===== src/rtl/rewind_walker_pkg.sv =====
// Shared rewind/ROB definitions: default geometry, index types and walker states.
`ifndef WAY
`define WAY 3
`endif
`ifndef ROB_SIZE
`define ROB_SIZE 32
`endif

package rewind_walker_pkg;
    localparam int WAY_DEF      = `WAY;
    localparam int ROB_SIZE_DEF = `ROB_SIZE;
    localparam int PR_W_DEF     = 6;
    localparam int ROB_IDX_W    = $clog2(ROB_SIZE_DEF);

    typedef logic [ROB_IDX_W-1:0] rob_idx_t;
    typedef logic [PR_W_DEF-1:0]  phy_reg_idx_t;

    typedef enum logic [1:0] {
        IDLE = 2'd0,
        WALK = 2'd1,
        FIN  = 2'd2
    } walk_state_e;
endpackage


===== src/rtl/rewind_walker_if.sv =====
// Rewind bundle from the walker to the freelist side.
interface rewind_if #(
    parameter int WAY   = 3,
    parameter int IDX_W = 5,
    parameter int PR_W  = 6,
    parameter int NUM_W = 3
);
    logic [NUM_W-1:0]         num;
    logic [WAY-1:0][PR_W-1:0] reg_T;
    logic                     busy;
    logic                     done;
    logic [IDX_W-1:0]         new_tail;

    modport walker   (output num, reg_T, busy, done, new_tail);
    modport freelist (input  num, reg_T, busy, done, new_tail);
endinterface


===== src/rtl/rewind_walker_rob_idx_sub.sv =====
// Modular ROB index subtraction; wrap comes for free from the power-of-two width.
module rob_idx_sub #(
    parameter int IDX_W = 5
) (
    input  logic [IDX_W-1:0] i_a,
    input  logic [IDX_W-1:0] i_b,
    output logic [IDX_W-1:0] o_diff
);
    assign o_diff = i_a - i_b;
endmodule


===== src/rtl/rewind_walker.sv =====
// Mispredict rewind walker: walks the squashed ROB entries youngest-group-first,
// returning up to WAY destination tags per cycle, then pulses done with the new tail.
module rewind_walker
    import rewind_walker_pkg::*;
#(
    parameter  int WAY      = WAY_DEF,
    parameter  int ROB_SIZE = ROB_SIZE_DEF,
    parameter  int PR_W     = PR_W_DEF,
    localparam int IDX_W    = $clog2(ROB_SIZE),
    localparam int NUM_W    = $clog2(WAY) + 1
) (
    input  logic                      clock,
    input  logic                      reset,
    input  logic                      mispredict_valid,
    input  logic [IDX_W-1:0]          branch_idx,
    input  logic [IDX_W-1:0]          rob_tail,
    output logic [WAY-1:0][IDX_W-1:0] rob_rd_idx,
    input  logic [WAY-1:0][PR_W-1:0]  rob_rd_T,
    output logic [NUM_W-1:0]          rewind_num,
    output logic [WAY-1:0][PR_W-1:0]  rewind_reg_T,
    output logic                      busy,
    output logic                      done,
    output logic [IDX_W-1:0]          new_tail
);
    localparam logic [IDX_W-1:0] IDX_ONE = IDX_W'(1);
    localparam logic [IDX_W-1:0] WAY_IDX = IDX_W'(WAY);

    walk_state_e              r_state;
    walk_state_e              w_state_nxt;
    logic [IDX_W-1:0]         r_ptr;
    logic [IDX_W-1:0]         r_rem;
    logic [IDX_W-1:0]         r_branch;
    logic [IDX_W-1:0]         w_ptr_init;
    logic [IDX_W-1:0]         w_rem_init;
    logic [IDX_W-1:0]         w_ptr_step;
    logic [IDX_W-1:0]         w_rem_step;
    logic [IDX_W-1:0]         w_n;
    logic                     w_start;
    logic [WAY-1:0][PR_W-1:0] w_reg_T;

    rewind_if #(.WAY(WAY), .IDX_W(IDX_W), .PR_W(PR_W), .NUM_W(NUM_W)) u_rw_if ();

    // Youngest squashed entry sits just below the tail; count excludes the branch itself.
    rob_idx_sub #(.IDX_W(IDX_W)) u_ptr_init (.i_a(rob_tail),   .i_b(IDX_ONE),    .o_diff(w_ptr_init));
    rob_idx_sub #(.IDX_W(IDX_W)) u_rem_init (.i_a(w_ptr_init), .i_b(branch_idx), .o_diff(w_rem_init));
    rob_idx_sub #(.IDX_W(IDX_W)) u_ptr_step (.i_a(r_ptr),      .i_b(w_n),        .o_diff(w_ptr_step));

    assign w_rem_step = r_rem - w_n;
    assign w_start    = (r_state == IDLE) && mispredict_valid;

    // Group size for this cycle: min(WAY, remaining) while walking, else nothing.
    always_comb begin
        w_n = '0;
        if (r_state == WALK) begin
            if (r_rem > WAY_IDX) begin
                w_n = WAY_IDX;
            end else begin
                w_n = r_rem;
            end
        end else begin
            w_n = '0;
        end
    end

    // Slot g addresses ptr-(n-1-g) so slot 0 is the oldest of the group.
    for (genvar g = 0; g < WAY; g++) begin : g_slot
        logic             w_use;
        logic [IDX_W-1:0] w_back;
        logic [IDX_W-1:0] w_addr;

        assign w_use  = (IDX_W'(g) < w_n);
        assign w_back = w_n - IDX_ONE - IDX_W'(g);

        rob_idx_sub #(.IDX_W(IDX_W)) u_addr (.i_a(r_ptr), .i_b(w_back), .o_diff(w_addr));

        assign rob_rd_idx[g] = w_use ? w_addr : '0;
        assign w_reg_T[g]    = w_use ? rob_rd_T[g] : '0;
    end

    // State register.
    always_ff @(posedge clock or posedge reset) begin
        if (reset) begin
            r_state <= IDLE;
        end else begin
            r_state <= w_state_nxt;
        end
    end

    // Walk bookkeeping: capture on an accepted request, step down while walking.
    always_ff @(posedge clock or posedge reset) begin
        if (reset) begin
            r_ptr    <= '0;
            r_rem    <= '0;
            r_branch <= '0;
        end else if (w_start) begin
            r_ptr    <= w_ptr_init;
            r_rem    <= w_rem_init;
            r_branch <= branch_idx;
        end else if (r_state == WALK) begin
            r_ptr <= w_ptr_step;
            r_rem <= w_rem_step;
        end else begin
            r_ptr <= r_ptr;
        end
    end

    // Next-state logic; requests outside IDLE are dropped.
    always_comb begin
        w_state_nxt = r_state;
        case (r_state)
            IDLE: begin
                if (mispredict_valid) begin
                    if (w_rem_init != '0) begin
                        w_state_nxt = WALK;
                    end else begin
                        w_state_nxt = FIN;
                    end
                end else begin
                    w_state_nxt = IDLE;
                end
            end
            WALK: begin
                if (w_rem_step == '0) begin
                    w_state_nxt = FIN;
                end else begin
                    w_state_nxt = WALK;
                end
            end
            FIN:     w_state_nxt = IDLE;
            default: w_state_nxt = IDLE;
        endcase
    end

    // Output decode into the walker side of the rewind bundle.
    always_comb begin
        u_rw_if.num      = NUM_W'(w_n);
        u_rw_if.reg_T    = w_reg_T;
        u_rw_if.busy     = (r_state != IDLE);
        u_rw_if.done     = 1'b0;
        u_rw_if.new_tail = '0;
        if (r_state == FIN) begin
            u_rw_if.done     = 1'b1;
            u_rw_if.new_tail = r_branch + IDX_ONE;
        end else begin
            u_rw_if.done     = 1'b0;
            u_rw_if.new_tail = '0;
        end
    end

    assign rewind_num   = u_rw_if.num;
    assign rewind_reg_T = u_rw_if.reg_T;
    assign busy         = u_rw_if.busy;
    assign done         = u_rw_if.done;
    assign new_tail     = u_rw_if.new_tail;
endmodule


===== config.mk =====
export PLATFORM = sky130hd
export DESIGN_NAME = rewind_walker
export DESIGN_NICKNAME = d
export VERILOG_FILES = /design/src/rtl/rewind_walker_pkg.sv /design/src/rtl/rewind_walker_if.sv /design/src/rtl/rewind_walker_rob_idx_sub.sv /design/src/rtl/rewind_walker.sv
export SDC_FILE = /design/constraint.sdc
export NUM_CORES = 1
export LEC_CHECK = 0
export ABC_AREA = 1
export CORE_UTILIZATION = 29
export DETAILED_ROUTE_END_ITERATION = 6
export GPL_TIMING_DRIVEN = 0
export PLACE_DENSITY = 0.59
export SLEW_MARGIN = 5
export SYNTH_ARGS = -nofsm -noshare
export SYNTH_HDL_FRONTEND = slang
export SYNTH_SLANG_ARGS = --single-unit

===== constraint.sdc =====
create_clock -name clock -period 6.05 [get_ports clock]
set_clock_uncertainty 0.05 [all_clocks]
set_input_delay 1.21 -clock clock [delete_from_list [all_inputs] [get_ports clock]]
set_output_delay 1.21 -clock clock [all_outputs]
set_load 0.01 [all_outputs]

==> summary.md, run 1 <==
| Metric | Value |
|---|---|
| Routed wl met3 | `438 um` |
| Area Overhead vs Synth | `42.06%` |
| DRC viols | `0` |
| FMAX | `221.7 MHz` |
| Die height | `88.12 um` |
| CTS tree | `built` |
| Ys Warns | `0` |
| Final period utilization | `74.54%` |
| Post-DP HPWL | `4.500 mm` |
| Register area share after synthesis | `19.78%` |
| Routed len/inst | `10.84 um` |
| Final Max Slew Viols | `0` |
| RD Place Congestion | `0.7983` |
| Arrival @ worst endpoint | `3.25 ns` |
| Status | `complete, no violations` |
| Dpl cells | `484` |
| Kind of critical path | `reg -> out` |
| Main flop type after synthesis | `dfrtp_1` |
| Post-synth ARST share | `100.0%` |
| RR Startpoint | `r_rem[4]` |
| Post-CTS setup buffers | `0` |
| First-pass GRT wire length | `8.873 mm` |
| Hold-fix buffers, CTS | `0` |
| RSZ-0062 raised after global routing | `false` |
| Port Buffers | `72` |
| Pre-CTS setup slack | `1.796 ns` |
| DRT met1 WL | `2.380 mm` |
| Routed Antenna Nets | `0` |
| Clock sink count | `17` |
| Post-synth EDFFs | `0` |
| # setup viols final | `0` |
| Max-cap violations | `0` |
| Post-synthesis area per instance | `6.961 um^2` |
| Hold Path Class | `reg -> reg` |
| # fillers | `749` |
| Final Hold Vio Count | `0` |
| Die X | `88.12 um` |
| Core area | `7214 um^2` |
| FP Rows | `31` |
| Hold Slack | `0.4508 ns` |
| WP data required | `4.79 ns` |
| Initial Utilization | `29.81%` |
| Via count | `2144` |
| Hold path startpoint | `r_rem[0]` |
| Max clock buf depth | `2` |
| CP max FO | `8` |
| Nets | `454` |
| CP Launch Point | `r_rem[4]` |
| Synth Instances | `309` |
| Slew @ Worst Pin | `0.7409 ns` |
| Antenna violations before repair | `0` |
| Finished Layout Cells | `488` |
| Setup TNS Final | `0 ns` |
| Period minus WS final | `4.510 ns` |
| Slew headroom | `50.55%` |
| Share of layout cells above drive strength 1 | `7.455%` |
| DR iter-0 viols | `51` |
| Fin worst setup slack | `1.540 ns` |
| Worst-path clk slew | `0.07 ns` |
| CTS buffer count | `3` |
| Vias per cell | `4.393` |
| Top Metal Used | `met4` |
| Synthesized area | `2151 um^2` |
| GR Overflow Total | `0` |
| Root Driver | `clkbuf_8` |
| Gr usage total | `14.33%` |
| Ports | `74` |
| Metal2 WL | `2.409 mm` |
| Pre-Repair DR Iteration Count | `4` |
| CP startpoint kind | `flip-flop` |
| Register bit total from synthesis | `17` |
| Clk_lat worst skew | `0.25 ns` |
| DRT Wirelength | `5.288 mm` |
| Die Area | `7765 um^2` |
| Htree depth | `1` |
| Ant diodes | `0` |
| Vias in the first global route | `2030` |
| CTS-repair resized insts | `0` |
| Nature of the critical path endpoint | `output pin` |
| Pin count of the biggest net entering global routing | `18` |
| Yosys cell types | `36` |
-- layout by cell type, fill, tap and decap left out, types with 2 or more instances in the layout --
master           count
o221ai_1             4
dfrtp_1             17
ha_1                26
inv_1               62
xnor2_1              6
nor2_2               9
nand2_4              3
or2_2                2
fa_1                 7
nand4_1              3
xor2_1               8
clkbuf_8             3
nand3b_1             2
inv_2                2
clkdlybuf4s50_1     72
conb_1               6
o21ai_0              9
nand2_1             57
buf_2                2
a21oi_1             10
nor2_1              35
nand3_1             27
-- cells in the mapped netlist (all sizes together) (3+ instances only) --
| cell | count | area [um^2] |
|---|---|---|
| a21oi | 10 | 50.05 |
| or2 | 3 | 21.27 |
| dfrtp | 17 | 425.4 |
| nand4 | 3 | 18.77 |
| nand2 | 61 | 254.0 |
| xor2 | 8 | 70.07 |
| fa | 7 | 140.1 |
| o21ai | 9 | 45.04 |
| o221ai | 4 | 35.03 |
| buf | 4 | 28.78 |
| nor2 | 46 | 219.0 |
| inv | 65 | 246.5 |
| ha | 26 | 325.3 |
| nand3 | 27 | 135.1 |
| xnor2 | 6 | 52.55 |
-- metal layers --
metal,global-route usage (%),vias up
met5,0,-
met4,3.959,0
met3,1.697,6
met2,26.29,81
met1,17.60,946
li1,-,1111
-- kinds of logic after synthesis --
| kind of cell | count (synthesis) | share of synthesized area [%] |
|---|---|---|
| and+or+nand+nor | 144 | 31.36 |
| buffers and inverters | 70 | 12.97 |
| adders and majority gates | 33 | 21.64 |
| AOI/OAI and AO/OA | 29 | 8.203 |
| DFF | 17 | 19.78 |
| xor gates and xnor gates | 14 | 5.701 |
| other | 2 | 0.3492 |
-- final timing paths --
kind | depth (start not counted) | to | slack (ns)
worst max-delay path | 13 | rob_rd_idx[9] | 1.54
min in group asynchronous | 2 | r_ptr[3] | 1.33
worst min-delay path | 2 | r_rem[0] | 0.45
worst min register to register | 2 | r_rem[0] | 0.45
max in group asynchronous | 2 | r_rem[0] | 4.15
worst max register to register | 12 | r_state[0] | 3.64
-- through the flow --
step                      util, %  instance area [um^2]
after floorplan                 -                  2166
after global placement      41.73                  3010
after detailed placement    41.73                  3010
after CTS                   42.35                  3055
after global routing        42.35                  3055
final                       42.35                  3055
-- worst max-delay path, cell delays in order (launching register included) --
cell,delay (ns)
dfrtp_1,0.39
inv_1,0.11
nand4_1,0.15
nand2_4,0.16
ha_1,0.21
inv_1,0.05
ha_1,0.20
fa_1,0.59
inv_1,0.06
o22ai_1,0.19
nor2_1,0.07
xor2_1,0.17
nor2_1,0.10
clkdlybuf4s50_1,0.54
-- cell type report --
cell class	count	area [um^2]	share of cell area (%)
tap	99	123.9	4.054
multi-input combinational	226	1461	47.83
buffer	4	28.78	0.9419
clock buffer	4	45.04	1.474
timing repair buffer	72	720.7	23.59
inverter	66	250.2	8.190
sequential	17	425.4	13.92
-- registers in the layout, summed over array words and instances (netlist names) --
| name | flops |
|---|---|
| r_branch | 5 |
| r_ptr | 5 |
| r_rem | 5 |
| r_state | 2 |
Power of run 1 is left out: the tool's default activity adds up to more than one toggle a clock period on the data nets, which glitch-free logic cannot reach.
==> inputs of run 2 (changes only) <==
==> constraint.sdc (replaced) <==
create_clock -name clock -period 4.7 [get_ports clock]
set_clock_uncertainty 0.05 [all_clocks]
set_input_delay 0.94 -clock clock [delete_from_list [all_inputs] [get_ports clock]]
set_output_delay 0.94 -clock clock [all_outputs]
set_load 0.01 [all_outputs]
==> results of run 2 <==
Same layout as run 1 (identical final DEF). Status: complete, no violations.
Main changes from that run: setup slack after placement 1.796 ns -> 0.7164 ns; setup slack after layout 1.540 ns -> 0.4604 ns; register-to-register setup slack 3.64 ns -> 2.29 ns
Power of run 2 is left out for the same reason.
==> inputs of run 3 (changes only) <==
--- a/config.mk
+++ b/config.mk
@@ -9,8 +9,10 @@
 export CORE_UTILIZATION = 29
 export DETAILED_ROUTE_END_ITERATION = 6
 export GPL_TIMING_DRIVEN = 0
-export PLACE_DENSITY = 0.59
+export PLACE_DENSITY = 0.56
+export SKIP_LAST_GASP = 1
 export SLEW_MARGIN = 5
 export SYNTH_ARGS = -nofsm -noshare
 export SYNTH_HDL_FRONTEND = slang
+export SYNTH_HIERARCHICAL = 1
 export SYNTH_SLANG_ARGS = --single-unit
==> run 3 against run 2 <==
  * First-iteration DRC count shrank 9.8%
  * Register-to-register slack better by 0.13 ns
  * Worst hold slack gained 0.021 ns
  * Core utilization down 1.6 points
  * Cell area grew 23%
  * Synthesized cell count increased by 43%
==> summary.md, run 3 <==
| Metric | Value |
|---|---|
| Status | `complete, no violations (unchanged)` |
| Slew @ Worst Pin | `0.7280 ns (was 0.7409 ns)` |
| Regs by FF count | `r_branch (5), r_ptr (5), r_rem (5) (unchanged)` |
| Post-synth top area share | `15.69% (was 19.78%)` |
| Crit path cell chain | `inv_1, nand4_1, nand2_4, inv_2, ha_1, inv_1, ha_1, xnor2_1, inv_1, ha_1, or2_1, nand2_1, nand2_1, nand2_1, inv_1, nor2_1, clkdlybuf4s50_1 (was inv_1, nand4_1, nand2_4, ha_1, inv_1, ha_1, fa_1, inv_1, o22ai_1, nor2_1, xor2_1, nor2_1, clkdlybuf4s50_1)` |
| Hold Path Class | `reg -> reg (unchanged)` |
| Register area | `425.4 um^2 (unchanged)` |
| Commonest non-fill, non-tap cell in the layout | `inv_1 (was clkdlybuf4s50_1)` |
| FP Rows | `35 (was 31)` |
| Ant diodes | `0 (unchanged)` |
| Die X | `99.83 um (was 88.12 um)` |
| Top post-synthesis cells by area | `inv_1, dfrtp_1, ha_1 (was dfrtp_1, ha_1, inv_1)` |
| # fillers | `991 (was 749)` |
| FMAX | `229.3 MHz (was 235.9 MHz)` |
| Main flop type after synthesis | `dfrtp_1 (unchanged)` |
| Post-synthesis area per instance | `6.279 um^2 (was 6.961 um^2)` |
| Synth area leader | `inv_1 (was dfrtp_1)` |
| Die Area | `9965 um^2 (was 7765 um^2)` |
| CTS tree | `built (unchanged)` |
| Clk_lat worst skew | `0.25 ns (about the same)` |
| Arrival @ worst endpoint | `3.37 ns (was 3.25 ns)` |
| Max-cap violations | `0 (unchanged)` |
| RSZ-0062 raised after global routing | `false (unchanged)` |
| Post-synth ARST share | `100.0% (unchanged)` |
| Most used cell, CP | `inv_1 (unchanged)` |
| Setup TNS Final | `0 ns (unchanged)` |
| Register area share after synthesis | `15.33% (was 19.78%)` |
| Worst-path clk slew | `0.07 ns (about the same)` |
| Slowest stage delay, CP | `0.54 ns (was 0.59 ns)` |
| Cell with the most instances after synthesis | `inv_1 (unchanged)` |
| Area Overhead vs Synth | `35.62% (was 42.06%)` |
| Register bit total from synthesis | `17 (unchanged)` |
| Gr usage total | `12.79% (was 14.33%)` |
| Vias per cell | `4.147 (was 4.393)` |
| CP max FO | `6 (was 8)` |
| Commonest cells post-synth | `inv_1, nand2_1, ha_1 (was inv_1, nand2_1, nor2_1)` |
| Slew headroom | `51.41% (was 50.55%)` |
| Most frequent cells in the layout | `inv_1, nand2_1, clkdlybuf4s50_1, ha_1, nor2_1 (was clkdlybuf4s50_1, inv_1, nand2_1, nor2_1, nand3_1)` |
| Nets | `603 (was 454)` |
| Hold Slack | `0.4717 ns (was 0.4508 ns)` |
| First-pass GRT wire length | `10.71 mm (was 8.873 mm)` |
| Final period utilization | `92.78% (was 90.20%)` |
| GR Overflow Total | `0 (unchanged)` |
| Synthesized area | `2775 um^2 (was 2151 um^2)` |
| Port Buffers | `72 (unchanged)` |
| Antenna violations before repair | `0 (unchanged)` |
| Routed Antenna Nets | `0 (unchanged)` |
| # setup viols final | `0 (unchanged)` |
| Htree depth | `1 (unchanged)` |
| Period minus WS final | `4.361 ns (was 4.240 ns)` |
| Via count | `2737 (was 2144)` |
| RD Place Congestion | `0.7900 (was 0.7983)` |
| DR iter-0 viols | `46 (was 51)` |
| Final Hold Vio Count | `0 (unchanged)` |
| Kind of critical path | `reg -> out (unchanged)` |
| Slowest stage cell on the critical path | `clkdlybuf4s50_1 (was fa_1)` |
| Post-synth EDFFs | `0 (unchanged)` |
| Die height | `99.83 um (was 88.12 um)` |
| Core area | `9240 um^2 (was 7214 um^2)` |
| CP startpoint kind | `flip-flop (unchanged)` |
| WP data required | `3.71 ns (about the same)` |
| Max clock buf depth | `2 (unchanged)` |
| Ys Warns | `6 (was 0)` |
| Root Driver | `clkbuf_8 (unchanged)` |
| Final Max Slew Viols | `0 (unchanged)` |
| Post-DP HPWL | `5.145 mm (was 4.500 mm)` |
| Initial Utilization | `30.03% (was 29.81%)` |
| Pre-Repair DR Iteration Count | `4 (unchanged)` |
| Final core utilization | `40.73% (was 42.35%)` |
| DRC viols | `0 (unchanged)` |
| DRT Wirelength | `5.914 mm (was 5.288 mm)` |
| Vias in the first global route | `2592 (was 2030)` |
| Pin count of the biggest net entering global routing | `18 (unchanged)` |
| Routed len/inst | `8.961 um (was 10.84 um)` |
| CTS buffer count | `3 (unchanged)` |
| Nature of the critical path endpoint | `output pin (unchanged)` |
| Share of layout cells above drive strength 1 | `8.475% (was 7.455%)` |
| Ports | `74 (unchanged)` |
| Clock sink count | `17 (unchanged)` |
| Yosys cell types | `30 (was 36)` |
| Synth Instances | `442 (was 309)` |
| Area occupied by multi-input gates | `1844 um^2 (was 1461 um^2)` |
run 3: cell types whose count changed in the layout (fill, tap and decap cells not counted), sizes merged, moves of 6 or more:
| cell | before | now |
|---|---|---|
| buf | 4 | 10 |
| nor2 | 46 | 52 |
| conb | 6 | 13 |
| nand2 | 61 | 114 |
| inv | 65 | 122 |
| ha | 26 | 33 |
run 3: logic make-up after synthesis:
kind of cell	share of synthesized area [%]
XOR/XNOR	3.472
buffers and inverters	19.88
adder cells (fa/ha/maj)	19.93
AND/OR/NAND/NOR	35.30
other	0.2706
AO/OA/AOI/OAI	5.816
flip-flops	15.33
run 3: metal layers:
| metal | track usage (%) | wire, um | vias to the layer above |
|---|---|---|---|
| met3 | 1.393 | 264 | 2 |
| met4 | 1.357 | 17 | 0 |
| li1 | - | - | 1479 |
| met5 | 0 | 0 | - |
| met2 | 24.83 | 2990 | 59 |
| met1 | 15.48 | 2642 | 1197 |
run 3: worst max-delay path: cells and delay by family (launching register included):
kind                       cells  cell delay (ns)
xor gates and xnor gates       1             0.17
adders and majority gates      3             0.86
buffers and inverters          6             0.93
DFF                            1             0.38
and+or+nand+nor                7             0.78
run 3: path summary, 6_finish.rpt:
check | from | to | slack (ns) | cells after the start
min in group asynchronous | reset | r_branch[0] | 1.06 | 2
worst max-delay path | r_rem[4] | rob_rd_idx[14] | 0.34 | 17
worst min-delay path | r_branch[1] | r_branch[1] | 0.47 | 2
worst min register to register | r_branch[1] | r_branch[1] | 0.47 | 2
worst max register to register | r_rem[4] | r_state[0] | 2.42 | 13
max in group asynchronous | reset | r_rem[3] | 3.08 | 2
run 3: final cells by class:
| class | count | area share [%] |
|---|---|---|
| multi-input cells | 304 | 49.00 |
| repair buffers | 74 | 19.55 |
| inverters | 122 | 12.23 |
| flip-flops and latches | 17 | 11.30 |
| well taps | 129 | 4.289 |
| plain buffers | 10 | 2.427 |
| clock buffers | 4 | 1.197 |
run 3: stage by stage:
stage	area [um^2]	setup slack, ns	instances
6_report	3764	0.3393	660
5_1_grt	3764	0.03134	660
4_1_cts	3744	0.1944	658
3_5_place_dp	3699	0.4838	654
3_3_place_gp	3699	0.4955	654
2_1_floorplan	2816	1.262	453
run 3: what timing repair did:
| action | in CTS | in global routing |
|---|---|---|
| endpoints found under the setup margin | 0 | 2 |
| hold buffers | 0 | 0 |
| buffers inserted | 0 | 2 |
| gates resized for setup | 0 | 1 |
Power of run 3 is left out for the same reason.
